### src/rtl/mem_dma.sv
// Block copy/fill engine in front of a single-port data memory.
// When idle, core accesses pass straight through. When busy, the engine drives the port.
module mem_dma #(
    parameter int unsigned DATA_SIZE = 8,
    parameter int unsigned ADDR_SIZE = 5
) (
    input  logic                 clk,
    input  logic                 rst,
    input  logic                 START,
    input  logic                 MODE,
    input  logic [ADDR_SIZE-1:0] SRC_ADDR,
    input  logic [ADDR_SIZE-1:0] DST_ADDR,
    input  logic [ADDR_SIZE:0]   LEN,
    input  logic [DATA_SIZE-1:0] FILL_DATA,
    output logic                 BUSY,
    output logic                 DONE,
    input  logic                 CPU_W,
    input  logic [DATA_SIZE-1:0] CPU_DATA_WR,
    input  logic [ADDR_SIZE-1:0] CPU_ADDR,
    output logic [DATA_SIZE-1:0] CPU_DATA_RD,
    output logic                 MEM_W,
    output logic [DATA_SIZE-1:0] MEM_WR_DATA,
    output logic [ADDR_SIZE-1:0] MEM_ADDR,
    input  logic [DATA_SIZE-1:0] MEM_RD_DATA
);

    localparam logic [ADDR_SIZE-1:0] AddrOne = ADDR_SIZE'(1);
    localparam logic [ADDR_SIZE:0]   CntOne  = (ADDR_SIZE + 1)'(1);

    typedef enum logic [2:0] {StIdle, StRd, StWr, StFill, StFin} state_e;

    state_e               state;
    logic [ADDR_SIZE-1:0] src_r;
    logic [ADDR_SIZE-1:0] dst_r;
    logic [DATA_SIZE-1:0] data_r;
    logic [DATA_SIZE-1:0] fill_r;
    logic [ADDR_SIZE:0]   cnt_r;

    always_ff @(posedge clk) begin
        if (rst) begin
            state  <= StIdle;
            src_r  <= '0;
            dst_r  <= '0;
            data_r <= '0;
            fill_r <= '0;
            cnt_r  <= '0;
        end else begin
            case (state)
                StIdle: begin
                    if (START) begin
                        src_r  <= SRC_ADDR;
                        dst_r  <= DST_ADDR;
                        cnt_r  <= LEN;
                        fill_r <= FILL_DATA;
                        if (LEN == '0)  state <= StFin;
                        else if (MODE)  state <= StFill;
                        else            state <= StRd;
                    end
                end
                StRd: begin
                    data_r <= MEM_RD_DATA;
                    src_r  <= src_r + AddrOne;
                    state  <= StWr;
                end
                StWr: begin
                    dst_r <= dst_r + AddrOne;
                    cnt_r <= cnt_r - CntOne;
                    state <= (cnt_r == CntOne) ? StFin : StRd;
                end
                StFill: begin
                    dst_r <= dst_r + AddrOne;
                    cnt_r <= cnt_r - CntOne;
                    state <= (cnt_r == CntOne) ? StFin : StFill;
                end
                StFin:   state <= StIdle;
                default: state <= StIdle;
            endcase
        end
    end

    assign BUSY        = (state != StIdle);
    assign DONE        = (state == StFin);
    assign CPU_DATA_RD = MEM_RD_DATA;

    // Engine writes are gated by rst so an abort never commits the word in flight.
    always_comb begin
        MEM_W       = 1'b0;
        MEM_WR_DATA = data_r;
        MEM_ADDR    = dst_r;
        case (state)
            StIdle: begin
                MEM_W       = CPU_W;
                MEM_WR_DATA = CPU_DATA_WR;
                MEM_ADDR    = CPU_ADDR;
            end
            StRd:   MEM_ADDR = src_r;
            StWr:   MEM_W = ~rst;
            StFill: begin
                MEM_W       = ~rst;
                MEM_WR_DATA = fill_r;
            end
            default: ;
        endcase
    end

endmodule

### config.mk
export PLATFORM = sky130hd
export DESIGN_NAME = mem_dma
export DESIGN_NICKNAME = d
export VERILOG_FILES = /design/src/rtl/mem_dma.sv
export SDC_FILE = /design/constraint.sdc
export NUM_CORES = 1
export LEC_CHECK = 0
export CELL_PAD_IN_SITES_DETAIL_PLACEMENT = 1
export CELL_PAD_IN_SITES_GLOBAL_PLACEMENT = 1
export CORE_MARGIN = 2
export CORE_UTILIZATION = 34
export CTS_CLUSTER_DIAMETER = 150
export DETAILED_ROUTE_END_ITERATION = 16
export MAX_ROUTING_LAYER = met4
export PLACE_DENSITY = 0.9
export SLEW_MARGIN = 40
export SYNTH_ARGS = -nofsm -noshare
export SYNTH_HDL_FRONTEND = slang
export SYNTH_SLANG_ARGS = --single-unit
### constraint.sdc
create_clock -name clk -period 2.9 [get_ports clk]
set_input_delay 0.87 -clock clk [delete_from_list [all_inputs] [get_ports clk]]
set_output_delay 0.87 -clock clk [all_outputs]
set_load 0.01 [all_outputs]
# Word-level counts from Yosys, hierarchy flattened
# Cells that the tools add are included.
totals:
  word_cells: 40
  ff_bits: 35
  out_inout_bits: 24
  input_bits: 50
classes:
  eq_ne: 6
  n_bitwise: 1
  reduce_logical: 9
  muxes: 15
  add_sub_neg: 3
op_table:
  columns: ["operator", "n"]
  rows:
  - ["case mux 5 bit (2 select lines)", 3]
  - ["case mux 8 bit (2 select lines)", 1]
  - ["two-way mux 3 bit", 4]
  - ["case mux 3 bit (4 select lines)", 1]
  - ["case mux 6 bit (2 select lines)", 1]
  - ["adder 5 x 1 -> 5 bit (second input constant)", 2]
  - ["two-way mux 5 bit", 2]
  - ["== test 3 x 2 -> 1 bit (second input constant)", 2]
  - ["== test 6 x 1 -> 1 bit (second input constant)", 1]
  - ["zero test 6 bit", 1]
  - ["two-way mux 6 bit", 1]
  - ["AND reduction 2 bit", 3]
  - ["subtractor 6 x 1 -> 6 bit (second input constant)", 1]
  - ["nonzero test 2 bit", 2]
  - ["== test 3 x 1 -> 1 bit (second input constant)", 1]
  - ["== test 3 bit (second input constant)", 1]
  - ["zero test 3 bit", 1]
  - ["nonzero test 3 bit", 1]
  - ["two-way mux 2 bit", 1]
  - ["inequality test 2 bit (second input constant)", 1]
  - ["case mux 1 bit (2 select lines)", 1]
  - ["OR reduction 2 bit", 1]
  - ["inverter 1 bit", 1]

# Logic depth before layout (Yosys ltp)
logic_depth:
  word_depth: 4
  depth_mapped: 5
  mapped_depth_nobuf: 5

# Least setup slack after synthesis
# Ideal clock, no wire load.
synth_timing:
  kind: "input -> output"
  start: "input port rst"
  end: "output port MEM_W"
  t_required_ns: 2.030
  path_stages: 4
  path_buffers: 1
  t_arrival_ns: 1.335
  setup_slack_ns: 0.695
  cell_sequence: "clkbuf_1 nor2b_1 a21oi_1 nor2_1"
synth_via:
  elab_chain_len: 2
synth_rtl:
  columns: ["element", "line", "rtl"]
  rows:
  - ["start: declaration", "8", "input logic rst,"]
  - ["inverter 1 bit", "97, 99", null]
  - ["case mux 1 bit (2 select lines)", "90", "case (state)"]
  - ["end: declaration", "21", "output logic MEM_W,"]
# No other way between the ends.

# Worst setup path after layout
layout_timing:
  start: "input port CPU_DATA_WR[7]"
  end: "output port MEM_WR_DATA[7]"
layout_via:
  elab_chain_len: 1
layout_rtl:
  columns: ["element", "line", "rtl"]
  rows:
  - ["start: declaration", "18", "input logic [DATA_SIZE-1:0] CPU_DATA_WR,"]
  - ["case mux 8 bit (2 select lines)", "90", null]
  - ["end: declaration", "22", "output logic [DATA_SIZE-1:0] MEM_WR_DATA,"]
# No other way between the ends.

==> results <==
## layout make-up
class                   count  area, sq um  area share, %
repair buffers             85        803.3          27.38
flip-flops and latches     35        701.9          23.92
well taps                  75        93.84          3.198
clock inverters             2        35.03          1.194
multi-input cells         197         1191          40.60
inverters                   7        26.28         0.8955
clock buffers               6        82.58          2.815
## state kept, by name, summed over array words and instances, names as in the netlist
| signal | cells |
|---|---|
| data_r | 8 |
| fill_r | 8 |
| state | 3 |
| src_r | 5 |
| cnt_r | 6 |
| dst_r | 5 |
## through the flow
stage	hold slack, ns	setup TNS [ns]	util [%]	cell area [sq um]	setup WS, ns
6_report	0.4619	0	49.85	2934	0.05868
5_1_grt	0.4832	0	49.85	2934	0.007959
4_1_cts	0.4655	0	49.85	2934	0.04575
3_5_place_dp	0.4547	-0.9519	47.98	2824	-0.2196
3_3_place_gp	0.4447	-0.7703	47.98	2824	-0.1979
2_1_floorplan	0.4365	0	-	2064	0.6949
## tightest hold or removal path: stages, from the launching register on
cell and delay (ns):
dfxtp_1 0.31, nand2_1 0.05, a21oi_1 0.05
## cell families (layout without fill, tap and decap cells)
group / count (synthesis) / in the layout / share of synthesized area [%]
AND/OR/NAND/NOR: 109 / 109 / 26.49
AO/OA/AOI/OAI: 79 / 79 / 25.94
buffers and inverters: 35 / 100 / 8.788
multiplexers: 5 / 5 / 2.424
adder cells (fa/ha/maj): 4 / 4 / 2.424
flip-flops: 35 / 35 / 33.94
## power by group through the flow
stage	Sequential, uW	Clock, uW	Combinational [uW]
3_5_place_dp	658	0	941
6_report	655	469	906
3_3_place_gp	650	0	902
4_1_cts	653	470	907
5_1_grt	667	489	990
2_1_floorplan	627	0	562
## synthesized netlist by cell type (all sizes together) (5+ instances only)
| cell type | number | share of area (%) |
|---|---|---|
| mux2i | 5 | 2.4 |
| or3 | 5 | 1.5 |
| dfxtp | 35 | 34 |
| nor2 | 22 | 4.0 |
| inv | 7 | 1.3 |
| o221a | 8 | 4.4 |
| nand2 | 46 | 8.4 |
| o21ai | 9 | 2.2 |
| buf | 17 | 5.5 |
| nand3 | 12 | 2.9 |
| clkbuf | 11 | 2.0 |
| a21oi | 32 | 7.8 |
| nor3b | 8 | 3.2 |
## routing by layer
metal,track usage (%),part of all wire [%],vias up
met5,-,0,-
met4,11.50,2.6,0
met2,40.00,52,69
met3,4.066,4.6,22
li1,-,-,1086
met1,24.35,41,1110
## how the worst max path moves through the flow
stage / start / end / slack [ns] / cells past startpoint
floorplan: rst / MEM_W / 0.69 / 4
global placement: CPU_DATA_WR[7] / MEM_WR_DATA[7] / -0.20 / 5
detailed placement: CPU_DATA_WR[7] / MEM_WR_DATA[7] / -0.22 / 5
CTS: CPU_DATA_WR[7] / MEM_WR_DATA[7] / 0.05 / 5
global route: rst / MEM_W / 0.008 / 5
finish: CPU_DATA_WR[7] / MEM_WR_DATA[7] / 0.06 / 5
==> results.sh <==
export IMPL_via_count=2287
export IMPL_r2r_start="state[1]"
export IMPL_clockBufferDepth=2
export IMPL_grt_max_degree=35
export IMPL_post_route_period_util_pct=97.98
export IMPL_p_int_uw=1267
export IMPL_worstHoldStart="fill_r[0]"
export IMPL_portBuffers=73
export IMPL_tritoncts="done"
export IMPL_power_density_mw_per_mm2=691.9
export IMPL_die_h_microns=81.93
export IMPL_path_class="in2out"
export IMPL_diodes=0
export IMPL_synth_flop_cell="dfxtp_1"
export IMPL_p_switching_uw=763.3
export IMPL_syn_avg_cell_area_sq_um=7.732
export IMPL_synth_cell_type_count=45
export IMPL_clockRootBuffer="clkbuf_8"
export IMPL_antenna_found_initial=0
export IMPL_max_freq_mhz=351.9
export IMPL_coreArea_sq_mm=0.005886
export IMPL_die_w_microns=81.93
export IMPL_hold_path_endpoint="fill_r[0]"
export IMPL_finalWirelength_microns=7321
export IMPL_finalCriticalPeriod_ns=2.841
export IMPL_initial_core_util_pct=35.08
export IMPL_drv_slew=0
export IMPL_viasPerCell=5.619
export IMPL_track_usage_pct=22.72
export IMPL_skew_ns=0.007890
export IMPL_power_total_uw=2030
export IMPL_slowest_delay_ns=0.46
export IMPL_worst_ep_required_time_ns=2.03
export IMPL_rsz0062_at_grt="false"
export IMPL_syn_cell_area_sq_mm=0.002064
export IMPL_antenna_left=0
export IMPL_area_growth_syn_to_layout_pct=42.12
export IMPL_ys_seq_elements=35
export IMPL_synth_net_count=321
export IMPL_cts_max_level=2
export IMPL_hold_viol=0
export IMPL_dp_hpwl_microns=5220
export IMPL_ys_seq_area_share_pct=33.94
export IMPL_pwr_share_comb_pct=44.6
export IMPL_grt_pass1_vias=2377
export IMPL_maxCapViolations=0
export IMPL_clkSinkCount=35
export IMPL_wire_per_inst_microns=17.99
export IMPL_min_path_cells=2
export IMPL_cts_setup_buffers=0
export IMPL_clkTransAtPathRegs_ns=0.07
export IMPL_ctsResizeCount=17
export IMPL_vdd_drop_max_v=0.0002477
export IMPL_p_sw_share_pct=37.60
export IMPL_synth_async_sr_flop_share_pct=0
export IMPL_grt_pass1_wl_microns=11230
export IMPL_setup_viol=0
export IMPL_worst_setup_path_start_kind="input port"
export IMPL_cp_slowest_cell="clkdlybuf4s50_1"
export IMPL_ios=74
export IMPL_crit_buf_inv=2
export IMPL_clk_latency_ns=0.30
export IMPL_worst_slew_margin_rel_pct=52.29
export IMPL_nets=385
export IMPL_hold_path_class="reg2reg"
export IMPL_critPathArrivalTime_ns=1.97
export IMPL_leakagePower_uw=0.001084
export IMPL_drt_iter0_drc=105
export IMPL_drc=0
export IMPL_mostFrequentLayoutCells="clkdlybuf4s50_1 (59), nand2_1 (46), dfxtp_1 (34)"
export IMPL_fillers=738
export IMPL_crit_chain="clkdlybuf4s50_1 > nor2_1 > o211ai_1 > o221a_2 > dlygate4sd2_1"
export IMPL_rr_worst_depth=4
export IMPL_first_pass_iters=4
export IMPL_cts_buffers=5
export IMPL_layout_commonest_cell="clkdlybuf4s50_1"
export IMPL_gp_congestion=0.8339
export IMPL_crit_family="buffers and inverters"
export IMPL_power_frac_clock_pct=23.1
export IMPL_finalNonFillerCells=407
export IMPL_critPathMaxFanout=1
export IMPL_worst_setup_path_end_kind="output pin"
export IMPL_status="complete, no violations"
export IMPL_placedCellCount=399
export IMPL_syn_inst=267
export IMPL_fp_dieArea_sq_mm=0.006712
export IMPL_row_count=28
export IMPL_drive_gt1_share_pct=10.54
export IMPL_worstMarginPinSlew_ns=0.7142
export IMPL_yosys_warnings=0
export IMPL_gr_total_overflow=0
export IMPL_cts_hold_buf=0
export IMPL_worstReg2RegEnd="src_r[3]"
export IMPL_p_seq_share_pct=32.3
export IMPL_synth_edf_count=0
export IMPL_r2r_setup_slack_ns=1.04
(Power assumes the default switching activity.)
